$ cat config.mk
export PLATFORM = sky130hd
export DESIGN_NAME = score_max_sub
export DESIGN_NICKNAME = d
export VERILOG_FILES = /design/src/rtl/score_max_sub.sv
export SDC_FILE = /design/constraint.sdc
export NUM_CORES = 1
export LEC_CHECK = 0
export CORE_UTILIZATION = 35
export DETAILED_ROUTE_END_ITERATION = 6
export PLACE_DENSITY = 0.52
export SLEW_MARGIN = 20
export SYNTH_ARGS = -nofsm -noshare
export SYNTH_HDL_FRONTEND = slang
export SYNTH_SLANG_ARGS = --single-unit
$ cat constraint.sdc
create_clock -name I_CLK -period 3.8 [get_ports I_CLK]
set_input_delay 0.38 -clock I_CLK [delete_from_list [all_inputs] [get_ports I_CLK]]
set_output_delay 0.38 -clock I_CLK [all_outputs]
set_load 0.02 [all_outputs]
$ cat src/rtl/score_max_sub.sv
// rtl/score_max_sub.sv - row max-subtraction stage feeding the safe-softmax block
//
// Purpose:
//   Collects one row of NUM signed attention scores, one word per cycle.
//   Each score is scaled by an arithmetic right shift of SHIFT bits.
//   The block tracks the row maximum while loading. It then subtracts that
//   maximum from every entry, saturating at the most negative value.
//   The resulting non-positive row is presented in parallel to softmax.
//   O_START is held high until softmax answers with its O_VLD pulse.
//
// Optional feature:
//   SCORE_MASK_EN - adds I_MASK. A masked word stores the most negative value.
//   Masked words take no part in the row maximum unless every word is masked.
//
// Ports:
//   I_CLK      in   clock
//   I_RST_N    in   asynchronous active-low reset
//   I_VLD      in   incoming score valid
//   I_DATA     in   incoming score, signed, D_W bits
//   I_MASK     in   word is masked (only with SCORE_MASK_EN)
//   O_RDY      out  a word is accepted this cycle when I_VLD is high
//   O_START    out  softmax start level, held until I_SM_VLD
//   O_DATA     out  NUM x D_W max-subtracted row
//   I_SM_VLD   in   softmax row-done pulse
module score_max_sub #(
  parameter int D_W   = 8,
  parameter int NUM   = 16,
  parameter int SHIFT = 0
) (
  input  logic           I_CLK,
  input  logic           I_RST_N,
  input  logic           I_VLD,
  input  logic [D_W-1:0] I_DATA,
`ifdef SCORE_MASK_EN
  input  logic           I_MASK,
`endif
  output logic           O_RDY,
  output logic           O_START,
  output logic [D_W-1:0] O_DATA [0:NUM-1],
  input  logic           I_SM_VLD
);

  localparam int CW = $clog2(NUM);
  localparam logic signed [D_W-1:0] MIN_VAL = {1'b1, {(D_W-1){1'b0}}};
  localparam logic signed [D_W:0]   MIN_EXT = {2'b11, {(D_W-1){1'b0}}};

  typedef enum logic [1:0] {
    S_LOAD = 2'd0,
    S_SUB  = 2'd1,
    S_HOLD = 2'd2
  } state_t;

  state_t                 r_state;
  state_t                 w_next;
  logic signed [D_W-1:0]  r_buf [0:NUM-1];
  logic signed [D_W-1:0]  r_max;
  // Set once the current row has seen an unmasked word.
  // Until then r_max holds the all-masked minimum value.
  logic                   r_any;
  logic [CW-1:0]          r_cnt;
  logic                   r_rdy;
  logic                   r_start;
  logic [D_W-1:0]         r_data [0:NUM-1];

  logic signed [D_W-1:0]  w_s;
  logic signed [D_W-1:0]  w_store;
  logic                   w_mask;
  logic                   w_xfer;
  logic                   w_last;
  logic signed [D_W:0]    w_diff [0:NUM-1];
  logic [D_W-1:0]         w_sub  [0:NUM-1];

`ifdef SCORE_MASK_EN
  assign w_mask = I_MASK;
`else
  assign w_mask = 1'b0;
`endif

  // Floor-toward-minus-infinity scaling.
  // The scaled value is the one that is stored and compared.
  assign w_s     = $signed(I_DATA) >>> SHIFT;
  assign w_store = w_mask ? MIN_VAL : w_s;
  assign w_xfer  = I_VLD && r_rdy && (r_state == S_LOAD);
  assign w_last  = (r_cnt == CW'(NUM - 1));

  assign O_RDY   = r_rdy;
  assign O_START = r_start;
  assign O_DATA  = r_data;

  always_comb begin
    w_next = r_state;
    case (r_state)
      S_LOAD:  if (w_xfer && w_last) w_next = S_SUB;
      S_SUB:   w_next = S_HOLD;
      S_HOLD:  if (I_SM_VLD) w_next = S_LOAD;
      default: w_next = S_LOAD;
    endcase
  end

  // Every stored entry is <= r_max, so the difference can only leave the
  // D_W range on the negative side. Only the lower clamp is needed.
  always_comb begin
    for (int i = 0; i < NUM; i++) begin
      w_diff[i] = {r_buf[i][D_W-1], r_buf[i]} - {r_max[D_W-1], r_max};
      if (w_diff[i] < MIN_EXT) begin
        w_sub[i] = MIN_VAL;
      end else begin
        w_sub[i] = w_diff[i][D_W-1:0];
      end
    end
  end

  always_ff @(posedge I_CLK or negedge I_RST_N) begin
    if (!I_RST_N) begin
      r_state <= S_LOAD;
      r_max   <= '0;
      r_any   <= 1'b0;
      r_cnt   <= '0;
      r_rdy   <= 1'b0;
      r_start <= 1'b0;
      for (int i = 0; i < NUM; i++) begin
        r_buf[i]  <= '0;
        r_data[i] <= '0;
      end
    end else begin
      r_state <= w_next;
      // Ready follows the state entered on this edge.
      // This gives one bubble after reset and after the softmax handshake.
      r_rdy   <= (w_next == S_LOAD);
      case (r_state)
        S_LOAD: begin
          if (w_xfer) begin
            r_buf[r_cnt] <= w_store;
            r_cnt        <= w_last ? '0 : r_cnt + 1'b1;
            if (r_cnt == '0) begin
              r_max <= w_mask ? MIN_VAL : w_s;
              r_any <= !w_mask;
            end else if (!w_mask) begin
              if (!r_any || (w_s > r_max)) r_max <= w_s;
              r_any <= 1'b1;
            end
          end
        end
        S_SUB: begin
          for (int i = 0; i < NUM; i++) r_data[i] <= w_sub[i];
          r_start <= 1'b1;
        end
        S_HOLD: begin
          if (I_SM_VLD) r_start <= 1'b0;
        end
        default: ;
      endcase
    end
  end

endmodule

==> Yosys cells after proc, flatten, opt, wreduce, memory -nomap -nowiden <==
Cells that the tools add are included.
{ "op_classes": {"mux": 27, "n_bitwise": 1, "order_cmp": 19, "eq_ne": 4, "reduce_logical": 14, "addsub": 17} }
{ "op_table": {"columns": ["operator", "count"], "rows": [
  ["$mux 8", 19],
  ["$lt 9x8->1 const B", 16],
  ["$sub 8x8->9", 16],
  ["$bwmux 128", 1],
  ["$demux 8 s4", 1],
  ["$gt 8x8->1", 1],
  ["$pmux 2 s3", 1],
  ["$ge 5x5->1 const B", 1],
  ["$lt 5x1->1 const B", 1],
  ["$not 4->5", 1],
  ["$add 4x1->4 const B", 1],
  ["$eq 4x4->1 const B", 1],
  ["$logic_and 1x1->1", 4],
  ["$logic_not 2->1", 2],
  ["$logic_not 4->1", 1],
  ["$mux 2", 2],
  ["$mux 4", 1],
  ["$reduce_and 2->1", 2],
  ["$reduce_bool 2->1", 2],
  ["$reduce_and 3->1", 1],
  ["$eq 2x1->1 const B", 1],
  ["$eq 2x2->1 const B", 1],
  ["$ne 2x2->1 const B", 1],
  ["$pmux 1 s2", 1],
  ["other kinds (3)", 3]
]} }
{ "word_totals": {"regBits": 273} }

==> Depth between registers and ports, before layout <==
Gate-level depths: netlist of the first run.
{ "logic_depth": {"depth_word": 6, "depth_mapped": 9, "mapped_depth_nobuf": 9} }

==> Worst setup path before layout of the first run <==
OpenSTA, ideal clock, no wires.
{ "synth_path": {"path_type": "reg2reg", "startpoint": "register r_max[1]", "endpoint": "register r_max[0]", "stages_incl_launch_ff": 8, "required_ps": 3675, "path_buffers": 0, "t_arrival_ps": 2599, "setup_slack_ps": 1077, "period_less_slack_ps": 2723, "setup_ps": 125, "path_cell_list": "dfrtp_1 > inv_1 > ha_1 > nand2_1 > o21ai_0 > a2111oi_2 > a21oi_2 > mux2_2"} }
{ "synth_between": {"elab_chain_len": 4} }
{ "synth_lines": {"columns": ["element", "line", "rtl"], "rows": [
  ["start, declared", "56", "logic signed [D_W-1:0] r_max;"],
  ["start signal, assigned", "136", "r_max <= w_mask ? MIN_VAL : w_s;"],
  ["start signal, assigned", "139", "if (!r_any || (w_s > r_max)) r_max <= w_s;"],
  ["$gt 8x8->1", "139", null],
  ["$logic_or 1x1->1", "139", null],
  ["$reduce_bool 2->1 (no source line)", null, null],
  ["$reduce_and 3->1 (no source line)", null, null]
]} }
No other way between the ends.
A chain may end at the register's enable or synchronous reset.

==> Worst setup path after layout of the first run <==
{ "layout_path": {"startpoint": "register r_max[0]", "endpoint": "register r_data, in the netlist O_DATA[3]"} }
{ "layout_between": {"elab_chain_len": 3} }
{ "layout_lines": {"columns": ["element", "line", "rtl"], "rows": [
  ["$sub 8x8->9 (*)", "104", "w_diff[i] = {r_buf[i][D_W-1], r_buf[i]} - {r_max[D_W-1], r_max};"],
  ["$lt 9x8->1", "105", "if (w_diff[i] < MIN_EXT) begin"],
  ["$mux 8 (*)", "105", null],
  ["end signal, assigned by index", "123", "r_data[i] <= '0;"],
  ["end, declared", "63", "logic [D_W-1:0] r_data [0:NUM-1];"]
]} }
Every way passes the cells marked *; elsewhere a longest branch is shown, timed or not.

==> reports/metrics.csv, run 1 <==
stage,metric,value,unit
synthesis,synthFlopType,dfrtp_1,
clock_network,clkSlewWorstSetupHoldPaths,0.06,ns
grt,grt_max_degree,123,
timing,timing_hold_violations_final,0,
setup_path,setup.worst_path.start_class,flip-flop,
power,p_total,0.0229,W
clock_network,root_buffer,clkbuf_16,
final_layout,drive_gt1_share,17.9,%
timing,clock-skew-final,0.0167,ns
outcome,status,completed,
synthesis,avgSynthCellArea,10.3,sq um
final_layout,num-nets-final,1988,
final_layout,layout.cells.non_filler,2460,
setup_path,ff2ff_setup_slack,0.73,ns
power,p_leak,9.21,nW
timing,finalMaxSlewViolations,0,
placed_design,dpl-instance-area,0.0194,sq mm
clock_network,cts_buffer_depth,3,
setup_path,r2r_cells,9,
grt,grtUsageTotal,19.1,%
setup_path,arrival,3.44,ns
timing,rsz0062_at_grt,false,
drt,vias,13200,
timing,fmax,325,MHz
synthesis,synthMuxAreaShare,10.6,%
drt,via_per_inst,5.36,
drt,drtAntennaViolNets,0,
die,core_area,0.0479,sq mm
synthesis,synthXorXnorAreaFrac,1.69,%
setup_path,r2r_end,O_DATA[3]$_DFFE_PN0P_,
drt,avgRoutedWirePerCell,19.0,um
final_layout,final_area,0.0207,sq mm
power,ir_drop,0.555,mV
synthesis,synth_compound_area_share,21.8,%
synthesis,synth_cell_types,50,
clock_network,postCtsSetupBuffers,0,
synthesis,ys_ff_latch,273,
final_layout,area_growth,20.9,%
clock_network,clock_latency,0.54,ns
drt,wirelength,46800,um
grt,grt_pass1_vias,13500,
setup_path,crit_path_end,O_DATA[3]$_DFFE_PN0P_,
synthesis,synthAdderAreaFrac,12.1,%
drt,initialDrtViolationCount,625,
synthesis,async_reset_ff_share,100,%
synthesis,synth_nets,1822,
grt,grt_pass1_wl,75100,um
setup_path,startpoint,r_max[0]$_DFFE_PN0P_,
die,rows,80,
die,initial_core_util,35.7,%
synthesis,synth-simple-area-share,10.9,%
placed_design,placed_cells,2396,
setup_path,crit_required,4.17,ns
timing,slew-limit-headroom,40.1,%
setup_path,r2r_start,r_max[0]$_DFFE_PN0P_,
min_path,hp-class,in2async,
die,die_w,223,um
drt,drc,0,
clock_network,cts_tree,yes,
final_layout,multiInputGateArea,0.00978,sq mm
die,dieArea,0.0497,sq mm
synthesis,synth_enable_flop_cells,0,
clock_network,h-tree-depth,2,
timing,final.setup.tns,0,ns
placed_design,portBuffers,141,
die,ios,142,
setup_path,crit_path_end_kind,flip-flop,
final_layout,insertedDiodeCount,0,
synthesis,yosysSeqAreaShare,40.0,%
clock_network,cts_resized,0,
synthesis,yosysTopAreaCellShare,40.0,%
synthesis,yosysWarnings,0,
final_layout,n_fill_cell,4546,
final_layout,regArea,0.00683,sq mm
synthesis,synth_top_family_by_area,compound AO/OA/AOI/OAI gates,
setup_path,critPathKind,reg2reg,
setup_path,cp_max_fo,11,
synthesis,synthTopCellsByArea,"dfrtp_1, ha_1, mux2_2",
grt,antenna_found_initial,1,
clock_network,cts_made_buffers,35,
flow_run,maxCapViolCount,0,
synthesis,netlist_area,0.0171,sq mm
die,die_h,223,um
clock_network,hold_buffers,0,
timing,tightest_slew,0.892,ns
placed_design,hpwl,32100,um
drt,firstDrtPassIters,5,
grt,grt-ovfl-total,0,
timing,fin_crit,3.07,ns
power,power-per-cell-area,1110,mW/mm^2
timing,fin_crit_sh,80.9,%
synthesis,yosys.area.top_type,dfrtp_1,
timing,setup-violations-final,0,
clock_network,cts.sinks,273,
placed_design,place_congestion,0.803,
synthesis,synthCells,1654,
cells in the mapped netlist (36+ instances only):
master and count:
o21ai_0 113, mux2i_1 46, inv_1 84, dfrtp_1 273, a21boi_0 64, nand2_1 97, a21oi_1 118, ha_1 140
a21o_1 36, nor2_1 103, a31oi_1 43, mux2_2 120
worst max-delay path: stages (launching register included):
cell and delay (ns):
dfrtp_1 0.56, buf_4 0.33, ha_1 0.20, inv_1 0.05, fa_1 0.39, a21o_1 0.19, o2111ai_1 0.11, nand2_1 0.12
a311oi_1 0.74, a21boi_0 0.21
layout make-up:
type | count | share of cell area [%]
Clock buffer | 50 | 5.11
Timing Repair Buffer | 174 | 8.53
Clock inverter | 12 | 0.727
Sequential cell | 273 | 33.1
Inverter | 84 | 1.53
Multi-Input combinational cell | 1252 | 47.3
Tap cell | 615 | 3.72
report_power, final:
part	switching [W]	total, W	internal (W)
clock	0.00133	0.00347	0.00214
sequential	0.000923	0.00514	0.00422
combinational	0.00805	0.0143	0.00628
total	0.0103	0.0229	0.0126
kinds of logic after synthesis:
group | count (synthesis)
and+or+nand+nor | 369
AOI/OAI and AO/OA | 528
xor gates and xnor gates | 33
buffers and inverters | 129
muxes | 166
DFF | 273
adders and majority gates | 156
layout by cell type (no fill, tap or decap), types with 6 or more instances in the layout:
| master | synthesis | layout |
|---|---|---|
| a211oi_1 | 27 | 27 |
| a21boi_0 | 64 | 64 |
| a21o_1 | 36 | 36 |
| a21oi_1 | 118 | 118 |
| a21oi_2 | 10 | 10 |
| a311oi_2 | 21 | 21 |
| a31o_2 | 16 | 16 |
| a31oi_1 | 43 | 43 |
| buf_12 | 0 | 6 |
| buf_4 | 0 | 25 |
| clkbuf_16 | 0 | 37 |
| clkbuf_8 | 0 | 8 |
| clkdlybuf4s50_1 | 0 | 140 |
| dfrtp_1 | 273 | 273 |
| fa_1 | 16 | 16 |
| ha_1 | 140 | 140 |
| inv_1 | 84 | 83 |
| mux2_2 | 120 | 120 |
| mux2i_1 | 46 | 46 |
| nand2_1 | 97 | 97 |
| nand2b_1 | 30 | 29 |
| nand3_1 | 34 | 34 |
| nor2_1 | 103 | 103 |
| nor2b_1 | 14 | 13 |
| nor4b_1 | 9 | 9 |
| o2111a_1 | 16 | 16 |
| o2111ai_1 | 16 | 16 |
| o21ai_0 | 113 | 113 |
| o21bai_1 | 16 | 16 |
| or2_2 | 33 | 33 |
| or3b_2 | 16 | 16 |
| xnor2_1 | 32 | 32 |
per-stage QoR:
stage               util, %  setup slack (ns)  hold slack [ns]
floorplan                 -              1.08           0.0844
global placement       40.5             0.847            0.444
detailed placement     40.5             0.744            0.456
CTS                    43.0             0.737          0.00418
global route           43.1             0.431            0.329
finish                 43.1             0.726            0.309
how the worst min path moves through the flow:
stage	from	end	slack (ns)	cells past startpoint
after detailed placement	r_any$_DFFE_PN0P_	r_any$_DFFE_PN0P_	0.46	1
final	I_RST_N	O_DATA[39]$_DFFE_PN0P_	0.31	2
after global placement	r_any$_DFFE_PN0P_	r_any$_DFFE_PN0P_	0.44	1
after CTS	I_RST_N	O_DATA[36]$_DFFE_PN0P_	0.004	1
after global routing	I_RST_N	O_DATA[39]$_DFFE_PN0P_	0.33	2
after floorplan	I_RST_N	O_DATA[0]$_DFFE_PN0P_	0.08	0
sequential cells by signal, indices dropped and copies added (netlist names):
signal / flops
O_DATA: 128
r_state: 2
r_any: 1
O_RDY: 1
O_START: 1
r_cnt: 4
r_buf: 128
r_max: 8
metal layers:
metal | global-route usage, % | vias up | routed length (um)
met3 | 2.70 | 61 | 1540
met5 | 0 | - | 0
li1 | - | 6461 | -
met1 | 26.3 | 6467 | 22800
met4 | 6.10 | 0 | 1030
met2 | 30.8 | 186 | 21400
No activity file was read; power rests on OpenSTA's default activity.
==> inputs of run 2 (changes only) <==
Clock period 3.8 ns to 2.9 ns, I/O delays scaled along.
==> run 2 against run 1 <==
Compared with the run above:
- setup slack lost 0.49 ns
- clock power increased by 25%
- sequential share of layout area is essentially flat
- non-clock buffer count increased by 12
- first-iteration DRC count rose by 11%
==> reports/metrics.csv, run 2 (synthesis gave the netlist of run 1 again) <==
stage,metric,value,unit
drt,wirelength,46900,um
clock_network,cts_made_buffers,36,
drt,drtAntennaViolNets,0,
placed_design,portBuffers,141,
grt,grt_max_degree,121,
power,power-per-cell-area,1450,mW/mm^2
placed_design,hpwl,32300,um
timing,timing_hold_violations_final,0,
die,core_area,0.0479,sq mm
setup_path,crit_required,3.27,ns
clock_network,clkSlewWorstSetupHoldPaths,0.06,ns
final_layout,area_growth,20.8,%
setup_path,arrival,3.03,ns
setup_path,cp_max_fo,8,
timing,fmax,376,MHz
drt,via_per_inst,5.40,
timing,fin_crit,2.66,ns
outcome,status,completed,
final_layout,insertedDiodeCount,0,
timing,final.setup.tns,0,ns
setup_path,startpoint,r_max[3]$_DFFE_PN0P_,
power,power_frac_comb,63.1,%
grt,grt_pass1_vias,13400,
clock_network,postCtsSetupBuffers,0,
die,ios,142,
timing,rsz0062_at_grt,false,
timing,fin_crit_sh,91.8,%
power,p_int,0.0165,W
timing,tightest_slew,0.644,ns
timing,finalMaxSlewViolations,0,
die,die_h,223,um
min_path,hp-class,in2async,
setup_path,crit_path_max_incr_delay,0.58,ns
setup_path,crit_buf_inv,2,
power,switchingPower,0.0135,W
timing,setup-violations-final,0,
drt,firstDrtPassIters,5,
drt,vias,13300,
die,rows,80,
setup_path,r2r_start,r_max[3]$_DFFE_PN0P_,
setup_path,path_cells,inv_1 > buf_4 > ha_1 > o21ai_0 > a211oi_1 > nor4b_1 > a311oi_2 > a21boi_0,
final_layout,layout_common_cells,"dfrtp_1, ha_1, clkdlybuf4s50_1",
clock_network,cts_buffer_depth,3,
clock_network,cts.sinks,273,
timing,clock-skew-final,0.0146,ns
setup_path,critPathKind,reg2reg,
power,p_clk_share,14.5,%
final_layout,layout.cells.non_filler,2465,
grt,antenna_found_initial,0,
power,p_leak,9.23,nW
die,die_w,223,um
power,ir_drop,0.485,mV
die,initial_core_util,35.7,%
clock_network,h-tree-depth,2,
die,dieArea,0.0497,sq mm
setup_path,crit_path_end_kind,flip-flop,
placed_design,place_congestion,0.809,
final_layout,final_core_util,43.1,%
final_layout,n_fill_cell,4572,
power,seq_power_share,22.4,%
setup_path,crit_family,compound AO/OA/AOI/OAI gates,
setup_path,setup.worst_path.start_class,flip-flop,
final_layout,layout_commonest_cell,dfrtp_1,
power,swShare,45.0,%
drt,initialDrtViolationCount,691,
final_layout,drive_gt1_share,18.1,%
grt,grtUsageTotal,19.2,%
drt,avgRoutedWirePerCell,19.0,um
grt,grt-ovfl-total,0,
final_layout,num-nets-final,2001,
flow_run,maxCapViolCount,0,
timing,slew-limit-headroom,57.0,%
clock_network,root_buffer,clkbuf_16,
drt,drc,0,
setup_path,critical-path-slowest-cell,a311oi_2,
clock_network,clock_latency,0.54,ns
clock_network,cts_tree,yes,
grt,grt_pass1_wl,75600,um
placed_design,placed_cells,2409,
run 2: path summary, 6_finish.rpt:
check,end,slack (ns),cells after the start
worst max register to register,O_DATA[110]$_DFFE_PN0P_,0.24,8
min in group I_CLK,r_state[1]$_DFF_PN0_,0.41,2
worst max-delay path,O_DATA[110]$_DFFE_PN0P_,0.24,8
worst min register to register,r_any$_DFFE_PN0P_,0.46,1
max in group asynchronous,O_DATA[89]$_DFFE_PN0P_,1.63,3
worst min-delay path,O_DATA[38]$_DFFE_PN0P_,0.31,2
run 2: power by group through the flow:
stage / Combinational, W / Sequential (W) / Clock (W)
2_1_floorplan: 0.0124 / 0.00739 / 0
3_3_place_gp: 0.0186 / 0.00678 / 0
3_5_place_dp: 0.0189 / 0.00679 / 0
4_1_cts: 0.0190 / 0.00676 / 0.00447
5_1_grt: 0.0210 / 0.00698 / 0.00461
6_report: 0.0189 / 0.00672 / 0.00433
run 2: repair_timing:
item / 4_1_cts / 5_1_grt
endpoints found under the setup margin: 0 / 3
endpoints found under the hold margin: 72 / 0
hold buffers: 1 / 0
gates resized for setup: 0 / 0
run 2: area by class of cell:
type                    instances  area [sq um]  share of cell area, %
clock buffers                  50          1040                   5.06
multi-input cells            1252          9780                   47.3
inverters                      84           315                   1.53
repair buffers                186          1840                   8.93
clock inverters                 5          75.1                  0.363
flip-flops and latches        273          6830                   33.1
well taps                     615           769                   3.73
run 2: metrics by stage:
stage	total power (W)	instance area (sq um)	hold WS, ns	setup WS [ns]
4_1_cts	0.0302	20700	0.342	0.230
3_3_place_gp	0.0254	19500	0.326	0.344
3_5_place_dp	0.0256	19500	0.332	0.256
5_1_grt	0.0325	20700	0.380	0.00585
6_report	0.0300	20700	0.315	0.238
2_1_floorplan	0.0197	17100	-0.00559	0.177
run 2: worst register-to-register path, cell delays in order (launching register included):
cell	delay, ns
dfrtp_1	0.34
inv_1	0.07
buf_4	0.20
ha_1	0.38
o21ai_0	0.14
a211oi_1	0.46
nor4b_1	0.13
a311oi_2	0.58
a21boi_0	0.19
run 2: layer usage:
| layer | part of all wire (%) | up-vias | track usage (%) | routed length (um) |
|---|---|---|---|---|
| met5 | 0 | - | 0 | 0 |
| met4 | 2.2 | 0 | 5.03 | 1050 |
| met3 | 3.9 | 66 | 3.23 | 1830 |
| met2 | 45 | 234 | 30.4 | 21100 |
| met1 | 49 | 6547 | 27.2 | 22900 |
| li1 | - | 6471 | - | - |
==> inputs of run 3 (changes only) <==
Settings changed: CORE_MARGIN set to 3.
==> run 3 against run 2 <==
Compared with the run above:
- global-route usage fell by 0.74 points
- non-clock buffer count grew 2
- power rose by 1.4%
- largest cell class unchanged
- register-to-register slack is essentially flat
- critical path depth is 1 higher
- clock power up 4.6%
- combinational power hardly changed
- flip-flop and latch count unchanged
- core utilization grew 0.29 points
- setup slack worse by 0.012 ns
- largest power group unchanged
- critical path type unchanged
==> reports/metrics.csv, run 3 (synthesis gave the netlist of run 1 again) <==
stage,metric,value,unit
outcome,status,completed,
clock_network,clock_latency,0.55,ns
drt,drtAntennaViolNets,0,
clock_network,root_buffer,clkbuf_16,
grt,grt_pass1_wl,75000,um
setup_path,crit_path_max_incr_delay,0.55,ns
final_layout,n_fill_cell,4572,
power,power-per-cell-area,1460,mW/mm^2
grt,grt_max_degree,121,
timing,clock-skew-final,0.0243,ns
die,die_w,227,um
drt,route.met2.wl,21800,um
setup_path,arrival,3.05,ns
power,seq_power_share,22.1,%
setup_path,setup.worst_path.start_class,flip-flop,
power,swShare,44.8,%
power,p_leak,9.29,nW
timing,fin_crit_sh,92.2,%
grt,grt-ovfl-total,0,
die,initial_core_util,35.7,%
setup_path,critPathKind,reg2reg,
flow_run,maxCapViolCount,0,
placed_design,hpwl,32700,um
clock_network,cts_made_buffers,36,
timing,setup-violations-final,0,
setup_path,crit_required,3.28,ns
timing,final.setup.tns,0,ns
clock_network,cts_buffer_depth,3,
power,ir_drop,0.673,mV
setup_path,r2r_cells,9,
drt,met1_length,23100,um
timing,rsz0062_at_grt,false,
drt,firstDrtPassIters,7,
power,p_clk_share,14.9,%
power,p_int,0.0168,W
die,core_area,0.0479,sq mm
grt,grt_pass1_vias,13200,
timing,fmax,374,MHz
final_layout,num-nets-final,2003,
drt,initialDrtViolationCount,664,
final_layout,layout_commonest_cell,dfrtp_1,
min_path,hp-class,in2async,
final_layout,area_growth,21.7,%
placed_design,place_congestion,0.806,
die,rows,80,
clock_network,cts.sinks,273,
final_layout,layout.cells.non_filler,2474,
timing,slew-limit-headroom,54.5,%
final_layout,drive_gt1_share,18.3,%
drt,wirelength,47500,um
die,ios,142,
clock_network,h-tree-depth,2,
placed_design,placed_cells,2408,
die,dieArea,0.0515,sq mm
setup_path,cp_max_fo,13,
clock_network,cts_tree,yes,
final_layout,insertedDiodeCount,0,
drt,avgRoutedWirePerCell,19.2,um
power,power_frac_comb,63.0,%
drt,vias,13300,
final_layout,regArea,0.00683,sq mm
die,die_h,227,um
drt,route.met3.wl,1600,um
setup_path,critical-path-slowest-cell,a311oi_2,
drt,drc,0,
clock_network,clkSlewWorstSetupHoldPaths,0.06,ns
timing,finalMaxSlewViolations,0,
final_layout,layout_common_cells,"dfrtp_1, ha_1, clkdlybuf4s50_1",
timing,fin_crit,2.67,ns
timing,tightest_slew,0.682,ns
grt,antenna_found_initial,0,
timing,timing_hold_violations_final,0,
drt,routed.top_layer,met4,
final_layout,multiInputGateArea,0.00981,sq mm
setup_path,crit_path_end_kind,flip-flop,
drt,via_per_inst,5.37,
placed_design,portBuffers,141,
power,switchingPower,0.0136,W
grt,grtUsageTotal,18.5,%
setup_path,path_cells,buf_4 > ha_1 > inv_1 > fa_1 > a21o_1 > o2111ai_1 > nand2_1 > a311oi_2 > a21boi_0,
run 3: changes by cell type in the layout (fill, tap and decap cells not counted):
cell	change
clkbuf_1	+3
buf_12	+2
inv_2	-1
bufinv_16	+1
clkinv_2	+2
a311oi_4	+3
inv_4	+1
a311oi_2	-3
clkbuf_8	+1
run 3: final cells by class:
| type | instances | share of cell area (%) |
|---|---|---|
| sequential | 273 | 32.8 |
| tap | 615 | 3.70 |
| timing repair buffer | 188 | 9.06 |
| clock inverter | 8 | 0.553 |
| clock buffer | 54 | 5.14 |
| multi-input combinational | 1252 | 47.2 |
| inverter | 84 | 1.53 |
run 3: worst max-delay path: cells and delay by family, from the launching register on:
kind / cells / cell delay (ns)
adder cells (fa/ha/maj): 2 / 0.60
AO/OA/AOI/OAI: 4 / 1.07
flip-flops: 1 / 0.34
AND/OR/NAND/NOR: 1 / 0.14
buffers and inverters: 2 / 0.33
run 3: path summary, 6_finish.rpt:
path	slack, ns	startpoint	to
setup / recovery	0.23	r_max[0]$_DFFE_PN0P_	O_DATA[125]$_DFFE_PN0P_
hold / removal	0.36	I_RST_N	r_buf[34]$_DFFE_PN0P_
setup reg to reg	0.23	r_max[0]$_DFFE_PN0P_	O_DATA[125]$_DFFE_PN0P_
hold reg to reg	0.47	r_any$_DFFE_PN0P_	r_any$_DFFE_PN0P_
max in group asynchronous	1.74	I_RST_N	O_DATA[109]$_DFFE_PN0P_
min in group I_CLK	0.44	I_SM_VLD	r_state[1]$_DFF_PN0_
run 3: power groups by stage:
stage	logic, W	clock network [W]	registers [W]
3_3_place_gp	0.0187	0	0.00677
5_1_grt	0.0212	0.00482	0.00695
2_1_floorplan	0.0124	0	0.00739
6_report	0.0191	0.00453	0.00672
3_5_place_dp	0.0189	0	0.00679
4_1_cts	0.0190	0.00467	0.00675
run 3: metrics by stage:
step / hold WS (ns) / setup slack [ns] / cell area [sq um] / util (%) / total power [W]
floorplan: -0.00559 / 0.177 / 17100 / - / 0.0197
global placement: 0.338 / 0.233 / 19500 / 40.8 / 0.0255
detailed placement: 0.357 / 0.171 / 19500 / 40.8 / 0.0257
CTS: 0.360 / 0.150 / 20700 / 43.3 / 0.0305
global route: 0.412 / 0.0151 / 20800 / 43.4 / 0.0330
finish: 0.357 / 0.226 / 20800 / 43.4 / 0.0304
run 3: repair_timing:
item / in CTS / in global routing
endpoints found under the setup margin: 0 / 43
endpoints found under the hold margin: 74 / 0
gates resized for setup: 0 / 5
hold buffers: 1 / 0
buffers inserted: 0 / 3
run 3: routing by layer:
metal | GRT usage, % | up-vias
li1 | - | 6477
met2 | 29.9 | 200
met3 | 2.97 | 65
met1 | 26.0 | 6551
met4 | 4.80 | 0
met5 | 0 | -
